`src/rtl/cam_img_seq_ctrl.sv`:
```
// cam_img_seq_ctrl: command-driven sequencer in front of the multi-image CAM.
// Accepts write-image / search-image commands and a pixel stream. It drives the
// CAM write, search and address ports. During a search it ANDs the per-pixel
// match vector into a whole-image "found" result, one bit per image slot.
// Optional feature macro: CAM_MISMATCH_CNT_EN adds per-slot mismatch counters
// on output mismatch_cnt.
module cam_img_seq_ctrl #(
   parameter int ADDR_WIDTH = 15,
   parameter int DATA_WIDTH = 24,
   parameter int NO_OF_IMG  = 2,
   parameter int MATCH_LAT  = 1
) (
   input  logic                  clk,
   input  logic                  reset,
   input  logic                  cmd_valid,
   output logic                  cmd_ready,
   input  logic                  cmd_op,
   input  logic [NO_OF_IMG-1:0]  cmd_slot,
   input  logic [ADDR_WIDTH-1:0] cmd_len,
   input  logic                  pix_valid,
   output logic                  pix_ready,
   input  logic [DATA_WIDTH-1:0] pix_data,
   output logic [NO_OF_IMG-1:0]  cam_we,
   output logic                  cam_match_en,
   output logic [ADDR_WIDTH-1:0] cam_addr,
   output logic [DATA_WIDTH-1:0] cam_din,
   output logic [ADDR_WIDTH-1:0] cam_size,
   input  logic [NO_OF_IMG-1:0]  cam_match,
   output logic                  busy,
   output logic                  done,
   output logic [NO_OF_IMG-1:0]  found
`ifdef CAM_MISMATCH_CNT_EN
   ,
   output logic [NO_OF_IMG*ADDR_WIDTH-1:0] mismatch_cnt
`endif
);

   localparam logic [2:0] ST_IDLE   = 3'd0;
   localparam logic [2:0] ST_WRITE  = 3'd1;
   localparam logic [2:0] ST_SEARCH = 3'd2;
   localparam logic [2:0] ST_DRAIN  = 3'd3;
   localparam logic [2:0] ST_DONE   = 3'd4;

   localparam logic [ADDR_WIDTH-1:0] ADDR_ONE = ADDR_WIDTH'(1);
   localparam logic [NO_OF_IMG-1:0]  IMG_ONE  = NO_OF_IMG'(1);

   // A slot vector selects exactly one image; anything else suppresses writes.
   function automatic logic is_onehot(input logic [NO_OF_IMG-1:0] v);
      return (v != '0) && ((v & (v - IMG_ONE)) == '0);
   endfunction

   logic [2:0]            state_q,        state_d;
   logic [NO_OF_IMG-1:0]  slot_q,         slot_d;
   logic [ADDR_WIDTH-1:0] len_q,          len_d;
   logic [ADDR_WIDTH-1:0] addr_q,         addr_d;
   logic [NO_OF_IMG-1:0]  acc_q,          acc_d;
   logic [MATCH_LAT-1:0]  pipe_q,         pipe_d;
   logic [NO_OF_IMG-1:0]  cam_we_q,       cam_we_d;
   logic                  cam_match_en_q, cam_match_en_d;
   logic [ADDR_WIDTH-1:0] cam_addr_q,     cam_addr_d;
   logic [DATA_WIDTH-1:0] cam_din_q,      cam_din_d;
   logic [ADDR_WIDTH-1:0] cam_size_q,     cam_size_d;
   logic                  done_q,         done_d;
   logic [NO_OF_IMG-1:0]  found_q,        found_d;
`ifdef CAM_MISMATCH_CNT_EN
   logic [NO_OF_IMG*ADDR_WIDTH-1:0] mm_cnt_q, mm_cnt_d;
`endif

   logic                  pix_fire_s;
   logic                  last_beat_s;
   logic                  tag_out_s;
   logic                  inflight_s;
   logic [NO_OF_IMG-1:0]  acc_upd_s;

   // Status decode straight from the state register.
   always_comb begin
      cmd_ready = (state_q == ST_IDLE);
      busy      = (state_q != ST_IDLE);
      pix_ready = (state_q == ST_WRITE) || (state_q == ST_SEARCH);
   end

   assign cam_we       = cam_we_q;
   assign cam_match_en = cam_match_en_q;
   assign cam_addr     = cam_addr_q;
   assign cam_din      = cam_din_q;
   assign cam_size     = cam_size_q;
   assign done         = done_q;
   assign found        = found_q;
`ifdef CAM_MISMATCH_CNT_EN
   assign mismatch_cnt = mm_cnt_q;
`endif

   // Match-tag pipe: a tag enters with the search strobe and exits when cam_match is valid.
   always_comb begin
      pipe_d    = '0;
      pipe_d[0] = cam_match_en_q;
      for (int i = 1; i < MATCH_LAT; i++) begin
         pipe_d[i] = pipe_q[i-1];
      end
      tag_out_s  = pipe_q[MATCH_LAT-1];
      // Only the exiting stage may still be busy when DRAIN finishes; it is folded in below.
      inflight_s = cam_match_en_q;
      for (int i = 0; i < MATCH_LAT - 1; i++) begin
         inflight_s = inflight_s | pipe_q[i];
      end
      if (tag_out_s) begin
         acc_upd_s = acc_q & cam_match;
      end else begin
         acc_upd_s = acc_q;
      end
   end

   // Sequencer next-state and registered-output logic.
   always_comb begin
      state_d        = state_q;
      slot_d         = slot_q;
      len_d          = len_q;
      addr_d         = addr_q;
      acc_d          = acc_upd_s;
      cam_we_d       = '0;
      cam_match_en_d = 1'b0;
      cam_addr_d     = cam_addr_q;
      cam_din_d      = cam_din_q;
      cam_size_d     = cam_size_q;
      done_d         = 1'b0;
      found_d        = found_q;
      pix_fire_s     = pix_valid && pix_ready;
      last_beat_s    = (addr_q == (len_q - ADDR_ONE));

      case (state_q)
         ST_IDLE: begin
            if (cmd_valid) begin
               slot_d     = cmd_slot;
               len_d      = cmd_len;
               cam_size_d = cmd_len;
               addr_d     = '0;
               acc_d      = '1;
               found_d    = '0;
               if (cmd_len == '0) begin
                  // Empty image: nothing to stream, report "not found" right away.
                  state_d = ST_DONE;
                  done_d  = 1'b1;
               end else if (cmd_op) begin
                  state_d = ST_SEARCH;
               end else begin
                  state_d = ST_WRITE;
               end
            end else begin
               state_d = ST_IDLE;
            end
         end
         ST_WRITE: begin
            if (pix_fire_s) begin
               if (is_onehot(slot_q)) begin
                  cam_we_d = slot_q;
               end else begin
                  cam_we_d = '0;
               end
               cam_din_d  = pix_data;
               cam_addr_d = addr_q;
               addr_d     = addr_q + ADDR_ONE;
               if (last_beat_s) begin
                  state_d = ST_DONE;
                  done_d  = 1'b1;
                  found_d = '0;
               end else begin
                  state_d = ST_WRITE;
               end
            end else begin
               state_d = ST_WRITE;
            end
         end
         ST_SEARCH: begin
            if (pix_fire_s) begin
               cam_match_en_d = 1'b1;
               cam_din_d      = pix_data;
               cam_addr_d     = addr_q;
               addr_d         = addr_q + ADDR_ONE;
               if (last_beat_s) begin
                  state_d = ST_DRAIN;
               end else begin
                  state_d = ST_SEARCH;
               end
            end else begin
               state_d = ST_SEARCH;
            end
         end
         ST_DRAIN: begin
            if (!inflight_s) begin
               state_d = ST_DONE;
               done_d  = 1'b1;
               found_d = acc_upd_s;
            end else begin
               state_d = ST_DRAIN;
            end
         end
         ST_DONE: begin
            state_d = ST_IDLE;
         end
         default: begin
            state_d = ST_IDLE;
         end
      endcase
   end

`ifdef CAM_MISMATCH_CNT_EN
   // Per-slot count of searched pixels that missed; saturates instead of wrapping.
   always_comb begin
      mm_cnt_d = mm_cnt_q;
      if ((state_q == ST_IDLE) && cmd_valid && cmd_op) begin
         mm_cnt_d = '0;
      end else if (tag_out_s) begin
         for (int i = 0; i < NO_OF_IMG; i++) begin
            if (!cam_match[i] && (mm_cnt_q[i*ADDR_WIDTH +: ADDR_WIDTH] != '1)) begin
               mm_cnt_d[i*ADDR_WIDTH +: ADDR_WIDTH] = mm_cnt_q[i*ADDR_WIDTH +: ADDR_WIDTH] + ADDR_ONE;
            end else begin
               mm_cnt_d[i*ADDR_WIDTH +: ADDR_WIDTH] = mm_cnt_q[i*ADDR_WIDTH +: ADDR_WIDTH];
            end
         end
      end else begin
         mm_cnt_d = mm_cnt_q;
      end
   end

   // Mismatch counter registers.
   always_ff @(posedge clk or posedge reset) begin
      if (reset) begin
         mm_cnt_q <= '0;
      end else begin
         mm_cnt_q <= mm_cnt_d;
      end
   end
`endif

   // State and output registers; CAM contents live outside and survive reset.
   always_ff @(posedge clk or posedge reset) begin
      if (reset) begin
         state_q        <= ST_IDLE;
         slot_q         <= '0;
         len_q          <= '0;
         addr_q         <= '0;
         acc_q          <= '1;
         pipe_q         <= '0;
         cam_we_q       <= '0;
         cam_match_en_q <= 1'b0;
         cam_addr_q     <= '0;
         cam_din_q      <= '0;
         cam_size_q     <= '0;
         done_q         <= 1'b0;
         found_q        <= '0;
      end else begin
         state_q        <= state_d;
         slot_q         <= slot_d;
         len_q          <= len_d;
         addr_q         <= addr_d;
         acc_q          <= acc_d;
         pipe_q         <= pipe_d;
         cam_we_q       <= cam_we_d;
         cam_match_en_q <= cam_match_en_d;
         cam_addr_q     <= cam_addr_d;
         cam_din_q      <= cam_din_d;
         cam_size_q     <= cam_size_d;
         done_q         <= done_d;
         found_q        <= found_d;
      end
   end

endmodule
```
`config.mk`:
```
export PLATFORM = sky130hd
export DESIGN_NAME = cam_img_seq_ctrl
export DESIGN_NICKNAME = d
export VERILOG_FILES = /design/src/rtl/cam_img_seq_ctrl.sv
export SDC_FILE = /design/constraint.sdc
export NUM_CORES = 1
export LEC_CHECK = 0
export CORE_MARGIN = 8
export CORE_UTILIZATION = 52
export DETAILED_ROUTE_END_ITERATION = 10
export PLACE_DENSITY = 0.86
export SKIP_CTS_REPAIR_TIMING = 1
export SLEW_MARGIN = 40
export SYNTH_ARGS = -nofsm -noshare
export SYNTH_HDL_FRONTEND = slang
export SYNTH_SLANG_ARGS = --single-unit
export TNS_END_PERCENT = 1
```
`constraint.sdc`:
```
create_clock -name clk -period 6.5 [get_ports clk]
set_input_delay 0.65 -clock clk [delete_from_list [all_inputs] [get_ports clk]]
set_output_delay 0.65 -clock clk [all_outputs]
set_load 0.01 [all_outputs]
```
Yosys cells after proc, flatten, opt, wreduce, memory -nomap -nowiden
Cells that the tools add are included.
- $add $sub $neg: 3
- $mul: 0
- divide/modulo/power cells: 0
- magnitude comparators: 0
- equality and inequality tests: 9
- shift operators: 0
- mux-type cells: 31
- bitwise logic cells: 2
- reductions and logical operators: 15
- operator list (kind ; count):
    $mux 15 ; 2
    $pmux 15 s2 ; 1
    $mux 2 ; 11
    $mux 3 ; 6
    $add 15x1->15 const B ; 1
    $eq 15x15->1 ; 1
    $logic_not 15->1 ; 1
    $sub 15x1->15 const B ; 1
    $pmux 3 s4 ; 1
    $mux 1 ; 8
    $ne 2x2->1 const B ; 4
    $eq 3x2->1 const B ; 2
    $pmux 2 s3 ; 1
    $reduce_bool 3->1 ; 2
    $reduce_and 5->1 ; 1
    $and 2x2->2 ; 2
    $reduce_and 2->1 ; 2
    $reduce_bool 2->1 ; 2
    $eq 3x1->1 const B ; 1
    $logic_not 3->1 ; 1
    $pmux 1 s3 ; 1
    $reduce_and 3->1 ; 1
    $logic_and 1x1->1 ; 2
    $logic_not 2->1 ; 1
    4 further kinds ; 4
- register bits after elaboration: 83
- bits in latches: 0
- bits in writable memories: 0
- memory bits (read-only): 0
- input bits: 48
- output and inout bits: 63
- logic and storage cells: 72
- memories: 0

Logic depth before layout (Yosys ltp)
- depth in word-level cells: 7
- mapped depth: 8
- mapped depth without buffers: 8

Worst setup path after synthesis
No wires, ideal clock.
- kind: reg-to-reg
- start: register, netlist name cam_size[4]
- end: register state_q[0]
- setup time: 133 ps
- arrival time: 2238 ps
- setup slack: 4129 ps
- cell stages (with the launch flop): 8
- path buffers: 1
- path through: dfrtp_1 > buf_6 > or4_4 > nor4_4 > mux2_1 > a22oi_1 > and3_4 > o211ai_1
- RTL lines (item ; line ; text):
    to (signal assigned) ; 252 ; state_q <= state_d;
    to (decl) ; 52 ; logic [2:0] state_q, state_d;

Final worst setup path
- start: input cmd_valid
- end: register addr_q[14]
- cells in the longest elaborated chain, start to end: 2
- ends and longest elaborated chain (item ; line ; text):
    from (decl) ; 15 ; input logic cmd_valid,
    $ne 2x2->1 (no line) ; n/a ;
    $reduce_and 3->1 (no line) ; n/a ;
    to (signal assigned) ; 255 ; addr_q <= addr_d;
    to (decl) ; 55 ; logic [ADDR_WIDTH-1:0] addr_q, addr_d;
Every way passes these cells.
A chain may end at the register's enable or synchronous reset.

==> qor.csv <==
stage,metric,value,unit
final_layout,layoutNonFillerInstCount,570,
synthesis,synth.area.top_cells,"dfrtp_1 51%, mux2_2 11%, nand2_1 5.2%, xnor2_1 4.2%, nor2_1 2.4%",
place,dp_hpwl,7350,µm
final_layout,drive_gt1_share,16.3,%
final_layout,final_cell_area,5340,µm²
place,dp.cells,554,
cts,cts_htree_levels,3,
pwr,leakage,2.22,nW
drt,ant_nets,0,
worst_setup_path,start_kind,input pin,
hold_path,hp-class,register to register,
cts,ctsLongestPathBuffers,2,
worst_setup_path,r2r_start,state_q[1],
synthesis,synth_cells,360,
pwr,ir_drop,288,µV
drt,vias_per_cell,5.53,
pwr,pwr-share-comb,46.6,%
worst_setup_path,required,6.74,ns
drt,drt_first_iter_violations,186,
drt,num_vias,3150,
final_layout,syn_to_final_growth,35.4,%
synthesis,synth_edf_count,0,
pwr,finalPower,2.26,mW
worst_setup_path,critPathLaunch,cmd_valid,
floorplan,boundaryPins,111,
grt,grt_pass1_vias,3368,
timing,finClkSkew,0.00794,ns
timing,setup-violations-final,0,
run,drv_cap,0,
worst_setup_path,critPathMaxFanout,38,
timing,worst_slew_pin_slew,0.652,ns
hold_path,min_from,slot_q[0],
timing,slew_headroom,56.5,%
place,port-buffer-count,110,
grt,grt_overflow,0,
grt,grt_max_degree,84,
grt,grt.total_usage,20.1,%
timing,drv_slew,0,
worst_setup_path,cp-end-kind,register,
synthesis,ys_ff_latch,83,
cts,insertion_delay,0.36,ns
floorplan,dieWidth,103,µm
timing,fin_ws,3.72,ns
pwr,seqPwrFrac,38.3,%
cts,clockRootBuffer,clkbuf_8,
cts,clkSlewWorstSetupHoldPaths,0.09,ns
synthesis,synth-seq-area-share,52.7,%
synthesis,synth_top_area_cell,dfrtp_1,
cts,numCtsBuffers,9,
pwr,p_sw_share,37.6,%
synthesis,synth_cell_types,48,
synthesis,yosys_warnings,0,
synthesis,synth_most_common_cell,dfrtp_1,
drt,drc_errors,0,
cts,cts_tree,yes,
floorplan,core,7290,µm²
synthesis,syn_area,3950,µm²
cts,cts.sinks,83,
synthesis,ys.flop_type,dfrtp_1,
outcome,status,completed,
grt,grt_antenna_before_repair,0,
floorplan,std_cell_rows,31,
pwr,p_per_area,423,nW/µm²
timing,finalHoldViolations,0,
timing,period_needed,2.78,ns
grt,grt_pass1_wl,16500,µm
timing,hold_ws,0.459,ns
drt,avgRoutedWirePerCell,17.6,µm
worst_setup_path,crit_arrival,3.01,ns
place,post-place-ws,3.37,ns
drt,wl,10000,µm
synthesis,syn_avg_cell_area,11.0,µm²
final_layout,nets,516,
floorplan,dieHeight,103,µm
worst_setup_path,critPathKind,input pin to register,
synthesis,ys_top_cells_by_count,"81 x dfrtp_1, 55 x nand2_1, 40 x mux2_2",
place,gp_congestion,0.832,
pwr,p_switching,0.849,mW
floorplan,dieArea,10600,µm²
timing,rsz0062_at_grt,no,
drt,dr.pass1.iters,5,
synthesis,synth_async_sr_flop_share,100,%
final_layout,antenna-diode-count,0,
pwr,power.internal,1.41,mW
synthesis,synth_top_area_share,51.4,%
place,postPlaceCellArea,5160,µm²
floorplan,initial_core_util,54.1,%
timing,period_share,42.7,%
timing,timing.setup.tns,0,ns
final_layout,final_core_util,73.3,%
timing,fmax,360,MHz
synthesis,synth_nets,410,
pwr,clockPowerShare,15.1,%
## flip-flops by register name, summed over array words and instances (netlist names)
signal        count
cam_din          24
addr_q           15
cam_addr         15
cam_size         15
state_q           3
acc_q             2
cam_we            2
found             2
slot_q            2
cam_match_en      1
done              1
pipe_q            1
## worst paths after layout
check,end,slack [ns],cells after the start
min reg2reg,cam_we[1],0.46,1
max,addr_q[14],3.72,8
max in group asynchronous,cam_size[10],5.26,3
min in group asynchronous,cam_addr[5],0.77,3
min,cam_we[1],0.46,1
max reg2reg,addr_q[14],3.86,7
## cells by family after synthesis
group | after synthesis | synth area share [%]
compound gates | 36 | 6.47
mux | 42 | 12.0
fa+ha+maj | 2 | 0.634
xor+xnor | 28 | 6.22
simple gates | 144 | 19.3
flops | 83 | 52.7
buf+inv | 25 | 2.66
## final cells by class
class,instances,area [µm²]
Sequential cell,83,2080
Multi-Input combinational cell,252,1770
Clock inverter,7,52.6
Timing Repair Buffer,114,1160
Inverter,6,23.8
Clock buffer,9,124
Fill cell,533,1950
Tap cell,99,124
## placed cells by master, fill, tap and decap left out, types with 5 or more instances in the layout
cell	Yosys	final
or3_1	7	7
or3b_2	6	6
mux2_2	40	40
nor2_1	25	24
nand2_1	55	55
nor3_1	6	6
clkdlybuf4s50_1	0	110
clkbuf_8	0	10
xnor2_1	19	19
o21ai_0	12	12
xor2_1	9	9
nor4_1	6	6
dfrtp_1	81	81
inv_1	6	5
nand2b_1	9	9
## routing by layer
layer | part of all wire (%) | up-vias | track usage [%]
li1 | - | 1463 | -
met1 | 40 | 1554 | 23.3
met2 | 50 | 123 | 34.1
met3 | 8.8 | 10 | 7.02
met4 | 0.97 | 0 | 5.90
met5 | 0 | - | 0
## worst max-delay path, cell delays in order
cell and delay, ns:
clkdlybuf4s50_1 0.49, nor4b_2 0.20, buf_4 0.40, o21ba_2 0.25, or3b_2 0.54, nor3_1 0.25
xnor2_1 0.15, nor2_1 0.06
## power groups by stage
stage               Sequential [mW]  Clock [mW]  Combinational (mW)
CTS                           0.865       0.348                1.07
global placement              0.857           0                1.00
floorplan                     0.873           0               0.547
detailed placement            0.870           0                1.06
finish                        0.866       0.342                1.05
global route                  0.891       0.370                1.14
No activity file was read; power rests on OpenSTA's default activity.
